[src/rtl/seq_mag_comp.sv]
// Bit-serial, MSB-first magnitude comparator with start/busy/done handshake.
// One operand bit pair is examined per enabled clock; results hold until the next accepted start.
module seq_mag_comp #(
    parameter int WIDTH      = 8,
    parameter bit SIGNED_EN  = 1'b1,
    parameter bit EARLY_EXIT = 1'b1
) (
    input  logic             clk,
    input  logic             rst_n,
    input  logic             en,
    input  logic             start,
    input  logic [WIDTH-1:0] a,
    input  logic [WIDTH-1:0] b,
    input  logic             signed_mode,
    output logic             busy,
    output logic             done,
    output logic             lt,
    output logic             gt,
    output logic             eq
);

    localparam int IDX_W = $clog2(WIDTH);
    localparam logic [IDX_W-1:0] IDX_TOP = IDX_W'(WIDTH - 1);

    typedef enum logic {
        IDLE,
        CMP
    } state_t;

    state_t           state_q, state_d;
    logic [WIDTH-1:0] a_q, a_d;
    logic [WIDTH-1:0] b_q, b_d;
    logic             sgn_q, sgn_d;
    logic [IDX_W-1:0] idx_q, idx_d;
    logic             lt_q, lt_d;
    logic             gt_q, gt_d;
    logic             eq_q, eq_d;
    logic             done_q, done_d;
    // First decision seen so far; only consulted in constant-latency mode.
    logic             dec_lt_q, dec_lt_d;
    logic             dec_gt_q, dec_gt_d;

    logic bit_a, bit_b, msb_signed, bit_lt, bit_gt, decided, fin_lt, fin_gt;

    // NOTE: every state element uses non-blocking assignments so all registers
    // update together from the values present before the edge.
    always_ff @(posedge clk or negedge rst_n) begin
        if (!rst_n) begin
            state_q  <= IDLE;
            a_q      <= '0;
            b_q      <= '0;
            sgn_q    <= 1'b0;
            idx_q    <= '0;
            lt_q     <= 1'b0;
            gt_q     <= 1'b0;
            eq_q     <= 1'b0;
            done_q   <= 1'b0;
            dec_lt_q <= 1'b0;
            dec_gt_q <= 1'b0;
        end else begin
            state_q  <= state_d;
            a_q      <= a_d;
            b_q      <= b_d;
            sgn_q    <= sgn_d;
            idx_q    <= idx_d;
            lt_q     <= lt_d;
            gt_q     <= gt_d;
            eq_q     <= eq_d;
            done_q   <= done_d;
            dec_lt_q <= dec_lt_d;
            dec_gt_q <= dec_gt_d;
        end
    end

    // The sign bit carries inverted weight in two's complement.
    assign bit_a      = a_q[idx_q];
    assign bit_b      = b_q[idx_q];
    assign msb_signed = sgn_q && (idx_q == IDX_TOP);
    assign bit_gt     = msb_signed ? (!bit_a && bit_b) : (bit_a && !bit_b);
    assign bit_lt     = msb_signed ? (bit_a && !bit_b) : (!bit_a && bit_b);
    assign decided    = dec_lt_q || dec_gt_q;
    assign fin_lt     = dec_lt_q || (!decided && bit_lt);
    assign fin_gt     = dec_gt_q || (!decided && bit_gt);

    // NOTE: every variable gets a default before any branch, so no path can
    // leave one unassigned and infer a latch.
    always_comb begin
        state_d  = state_q;
        a_d      = a_q;
        b_d      = b_q;
        sgn_d    = sgn_q;
        idx_d    = idx_q;
        lt_d     = lt_q;
        gt_d     = gt_q;
        eq_d     = eq_q;
        dec_lt_d = dec_lt_q;
        dec_gt_d = dec_gt_q;
        done_d   = 1'b0;

        if (en) begin
            unique case (state_q)
                IDLE: begin
                    if (start) begin
                        state_d  = CMP;
                        a_d      = a;
                        b_d      = b;
                        sgn_d    = signed_mode && SIGNED_EN;
                        idx_d    = IDX_TOP;
                        lt_d     = 1'b0;
                        gt_d     = 1'b0;
                        eq_d     = 1'b0;
                        dec_lt_d = 1'b0;
                        dec_gt_d = 1'b0;
                    end
                end
                CMP: begin
                    if (EARLY_EXIT) begin
                        if (bit_lt || bit_gt) begin
                            lt_d    = bit_lt;
                            gt_d    = bit_gt;
                            done_d  = 1'b1;
                            state_d = IDLE;
                        end else if (idx_q == '0) begin
                            eq_d    = 1'b1;
                            done_d  = 1'b1;
                            state_d = IDLE;
                        end else begin
                            idx_d = idx_q - IDX_W'(1);
                        end
                    end else begin
                        dec_lt_d = fin_lt;
                        dec_gt_d = fin_gt;
                        if (idx_q == '0) begin
                            lt_d    = fin_lt;
                            gt_d    = fin_gt;
                            eq_d    = !(fin_lt || fin_gt);
                            done_d  = 1'b1;
                            state_d = IDLE;
                        end else begin
                            idx_d = idx_q - IDX_W'(1);
                        end
                    end
                end
                default: state_d = IDLE;
            endcase
        end
    end

    assign busy = (state_q == CMP);
    assign done = done_q;
    assign lt   = lt_q;
    assign gt   = gt_q;
    assign eq   = eq_q;

endmodule
[config.mk]
export PLATFORM = sky130hd
export DESIGN_NAME = seq_mag_comp
export DESIGN_NICKNAME = d
export VERILOG_FILES = /design/src/rtl/seq_mag_comp.sv
export SDC_FILE = /design/constraint.sdc
export NUM_CORES = 1
export LEC_CHECK = 0
export ABC_AREA = 1
export CORE_ASPECT_RATIO = 0.5
export CORE_MARGIN = 3
export CORE_UTILIZATION = 52
export DETAILED_ROUTE_END_ITERATION = 16
export GPL_ROUTABILITY_DRIVEN = 0
export PLACE_DENSITY = 0.8
export SLEW_MARGIN = 15
export SYNTH_ARGS = -nofsm -noshare
export SYNTH_HDL_FRONTEND = slang
export SYNTH_SLANG_ARGS = --single-unit
export TNS_END_PERCENT = 5
[constraint.sdc]
create_clock -name clk -period 2 [get_ports clk]
set_clock_uncertainty 0.15 [all_clocks]
set_input_delay 0.2 -clock clk [delete_from_list [all_inputs] [get_ports clk]]
set_output_delay 0.2 -clock clk [all_outputs]
set_load 0.05 [all_outputs]
# Yosys cells after proc, flatten, opt, wreduce, memory -nomap -nowiden
# Index checks and enable logic that the tools add are counted.
[op_classes]
add_sub_neg = 1
magnitude_cmp = 1
n_eq_ne = 6
mux = 26
n_bitwise = 1
n_reduce_logical = 11
[ops]
columns = ["op", "count"]
rows = [
  ["two-way mux 1 bit", 16],
  ["two-way mux 3 bit", 3],
  ["case mux 1 bit (2 select lines)", 4],
  ["AND reduction 4 bit", 2],
  ["binary-select mux 1 bit (select 3 bit)", 2],
  ["inequality test 2 bit (second input constant)", 3],
  ["case mux 3 bit (2 select lines)", 1],
  ["AND reduction 3 bit", 2],
  ["< comparator 3 x 4 -> 1 bit (second input constant)", 1],
  ["inequality test 2 x 1 -> 1 bit (second input constant)", 2],
  ["equality test 3 bit (second input constant)", 1],
  ["logical AND 1 bit", 3],
  ["logical NOT 3 bit", 1],
  ["subtractor 3 x 1 -> 3 bit (second input constant)", 1],
  ["logical NOT 1 bit", 2],
  ["logical OR 1 bit", 1],
  ["NOT 1 bit", 1],
]
[totals]
register_bits = 25
inputBits = 21
wordCells = 55

# Depth between registers and ports, before layout
[depth]
word_depth = 9
depth_mapped = 13
mapped_depth_nobuf = 12

# Least setup slack after synthesis
# OpenSTA, ideal clock, no wires.
[synth_timing]
path_type = "reg2reg"
from = "register idx_q[0]"
to = "register gt_q (netlist: gt)"
setup_time_ps = 126
arrival_time_ps = 1562
t_required_ps = 1724
slack_ps = 161
path_stages_with_launch = 13
path_buffers = 1
period_less_slack_ps = 1839
cell_sequence = "dfrtp_1 buf_4 inv_2 nand2_1 nand3_1 nand2_1 nand2_1 nand2_1 ha_1 inv_1 nand2_1 o21ai_0 o21ai_0"
[synth_between]
elab_chain_len = 8
word_cells_on_any_way = 17
classes_between = "eq/ne: 2; mux: 8; reduce/logical: 7"
[synth_lines]
columns = ["element", "line_no", "text"]
rows = [
  ["from (decl)", "34", "logic [IDX_W-1:0] idx_q, idx_d;"],
  ["from (signal assigned)", "65", "idx_q <= idx_d;"],
  ["binary-select mux 1 bit (select 3 bit), on equally long branches", "76, 77", ""],
  ["two-way mux 1 bit, on equally long branches", "76, 77", ""],
  ["logical NOT 1 bit", "79, 80", ""],
  ["logical AND 1 bit", "79, 80", ""],
  ["two-way mux 1 bit, on equally long branches", "80, 79", ""],
  ["logical OR 1 bit", "118", "if (bit_lt || bit_gt) begin"],
  ["inequality test 2 x 1 -> 1 bit (no line)", "n/a", ""],
  ["AND reduction 3 bit (no line)", "n/a", ""],
  ["to (signal assigned)", "67", "gt_q <= gt_d;"],
  ["to (decl)", "36", "logic gt_q, gt_d;"],
]
# Several ways; a longest one is shown, not always the timed one. The select of a mux whose other input is x is not followed.
# A chain may end at the register's enable or synchronous reset.

# Worst setup path after layout
# Ends and elaborated chain as after synthesis.

==> out/metrics.csv <==
metric,value,unit
power,3.02,mW
dieArea,0.00355,mm2
grt_antenna_before_repair,0,
grt_max_degree,34,
crit_fanout,5,
slew_violations,0,
drc,0,
clk_path_buf_depth,2,
status,completed,
max-cap-violations,0,
rows,12,
die_h,43.6,um
syn_avg_cell_area,8.28,um2
cts_tree,built,
endpoint_kind,flop,
max_stage_delay,0.46,ns
cts_max_level,1,
place_inst,236,
min_period,1.90,ns
max_slew_margin,66.6,%
finalHoldViolations,0,
critPathTopFamily,simple AND/OR/NAND/NOR gates,
p_leak,0.883,nW
dp_slack,0.0376,ns
powerDensity,1660,mW/mm2
path_cells,buf_6 -> nand2_1 -> nand3_2 -> nand2_1 -> nand2_1 -> nand2_2 -> ha_4 -> inv_1 -> nand2_2 -> o21ai_1 -> o21ai_0,
ant_nets,0,
port_buffers,25,
cp.required,2.00,ns
holdCritPathClass,input port to asynchronous set/reset pin,
worst-path-stages,11,
arrival,1.91,ns
cts_root_buf,clkbuf_8,
die_width,81.3,um
cts.sinks,25,
finalWorstSetupSlack,0.0958,ns
drt-initial-drc-count,46,
grt_overflow,0,
ys_seq_area_share,42.4,%
syn_inst,178,
cts_hold_buf,0,
fin_crit_sh,95.2,%
cpMaxStageDelayCell,dfrtp_2,
drt_wl_total,2910,um
antenna_cells,0,
most-common-layout-cells,"56 x nand2_1, 24 x inv_1, 24 x dfrtp_1, 24 x clkdlybuf4s50_1, 18 x nand3_1",
nNetsFinal,233,
path_clk_slew,0.09,ns
path_class,flop to flop,
ir_drop,0.00105,V
cp_common_cell,nand2_1,
coreArea,0.00245,mm2
synth_nets,204,
synth.ff_latch_count,25,
grt_pass1_vias,1045,
routedWlPerCell,12.1,um
start_kind,flop,
vias,1219,
max_slew.worst_pin.slew,0.500,ns
synth_warnings,0,
vias_per_cell,5.06,
cp_num_buf_inv,2,
start_util,60.2,%
final_cells,241,
io_pins,26,
place_hpwl,2120,um
grt_first_pass_wirelength,4750,um
grt_use_total,17.5,%
timing.fmax,525,MHz
area_growth,23.2,%
first_pass_iters,4,
cts_buffers,3,
synth_cell_types,19,
r2r_cells,11,
final_common_cell,nand2_1,
syn-cell-area,0.00147,mm2
clock_latency,0.27,ns
layout-drive-gt1-share,22.3,%
final-setup-viol-count,0,
## cell usage after synthesis
cell     count  share of area [%]
inv_4        1               0.42
inv_1       24                6.1
buf_4        1               0.51
nand3_1     20                6.8
inv_2        1               0.25
dfrtp_1     25                 42
o21ai_0      5                1.7
nand2_1     59                 15
nand2_2      6                2.5
o21ai_2     16                9.5
buf_12       2                2.7
buf_6        2                1.5
nand4_1      3                1.3
ha_1         5                4.2
inv_6        2                1.2
nor2_1       3               0.76
buf_8        1                1.0
nand3_4      1                1.2
nor2_4       1               0.76
## final timing paths
path                                      startpoint              endpoint  slack (ns)
max in group asynchronous                      rst_n  idx_q[0]$_DFFE_PN0P_        1.31
worst max-delay path            idx_q[0]$_DFFE_PN0P_        gt$_DFFE_PN0P_         0.1
worst max register to register  idx_q[0]$_DFFE_PN0P_        gt$_DFFE_PN0P_         0.1
min in group clk                         signed_mode     sgn_q$_DFFE_PN0P_        0.33
worst min register to register  idx_q[1]$_DFFE_PN0P_  idx_q[1]$_DFFE_PN0P_        0.36
worst min-delay path                           rst_n    b_q[4]$_DFFE_PN0P_        0.14
## worst register-to-register path, stage by stage, from the launching register on
cell	delay, ns
dfrtp_2	0.46
buf_6	0.14
nand2_1	0.07
nand3_2	0.09
nand2_1	0.08
nand2_1	0.06
nand2_2	0.09
ha_4	0.20
inv_1	0.08
nand2_2	0.08
o21ai_1	0.18
o21ai_0	0.09
## where the power goes
part / leakage [nW] / switching (mW) / internal (mW)
clock network: 0.0255 / 0.157 / 0.139
logic: 0.547 / 1.09 / 0.721
registers: 0.311 / 0.170 / 0.749
## cell families (layout without fill, tap and decap cells)
family	after synthesis	in the layout	share of synthesized area, %
buffers and inverters	34	62	13.8
AOI/OAI and AO/OA	21	21	11.2
DFF	25	25	42.4
and+or+nand+nor	93	93	28.4
adders and majority gates	5	5	4.24
## per-layer routing
layer  wire (um)  up-vias  global-route usage [%]
met5           0        -                       0
met4          24        0                    4.04
met3         143        4                    4.36
met2        1280       27                    26.1
met1        1460      571                    25.6
li1            -      617                       -
## sequential cells by signal, summed over array words and instances, names as in the netlist
register	cells
a_q	8
b_q	8
idx_q	3
busy	1
done	1
eq	1
gt	1
lt	1
sgn_q	1
## per-stage QoR
stage               utilization [%]  hold slack [ns]  instance area [um2]  setup TNS [ns]
finish                         74.2            0.135                 1820               0
detailed placement             69.9            0.343                 1710               0
global placement               69.9            0.345                 1710               0
global route                   74.2            0.165                 1820          -0.129
CTS                            71.9            0.144                 1760               0
floorplan                         -           -0.246                 1470               0
## final cells by class
cell class / count / area (um2)
timing repair buffer: 30 / 293
tap: 35 / 43.8
inverter: 28 / 123
sequential: 25 / 627
clock inverter: 1 / 5.00
fill: 191 / 632
multi-input combinational: 119 / 683
clock buffer: 3 / 41.3
## repair_timing
action,in CTS,in global routing
endpoints found under the hold margin,0,0
gates resized for setup,1,15
setup endpoints to repair,1,6
pin swaps,0,3
buffers inserted,0,1
Power figures use the tool's default switching activity.
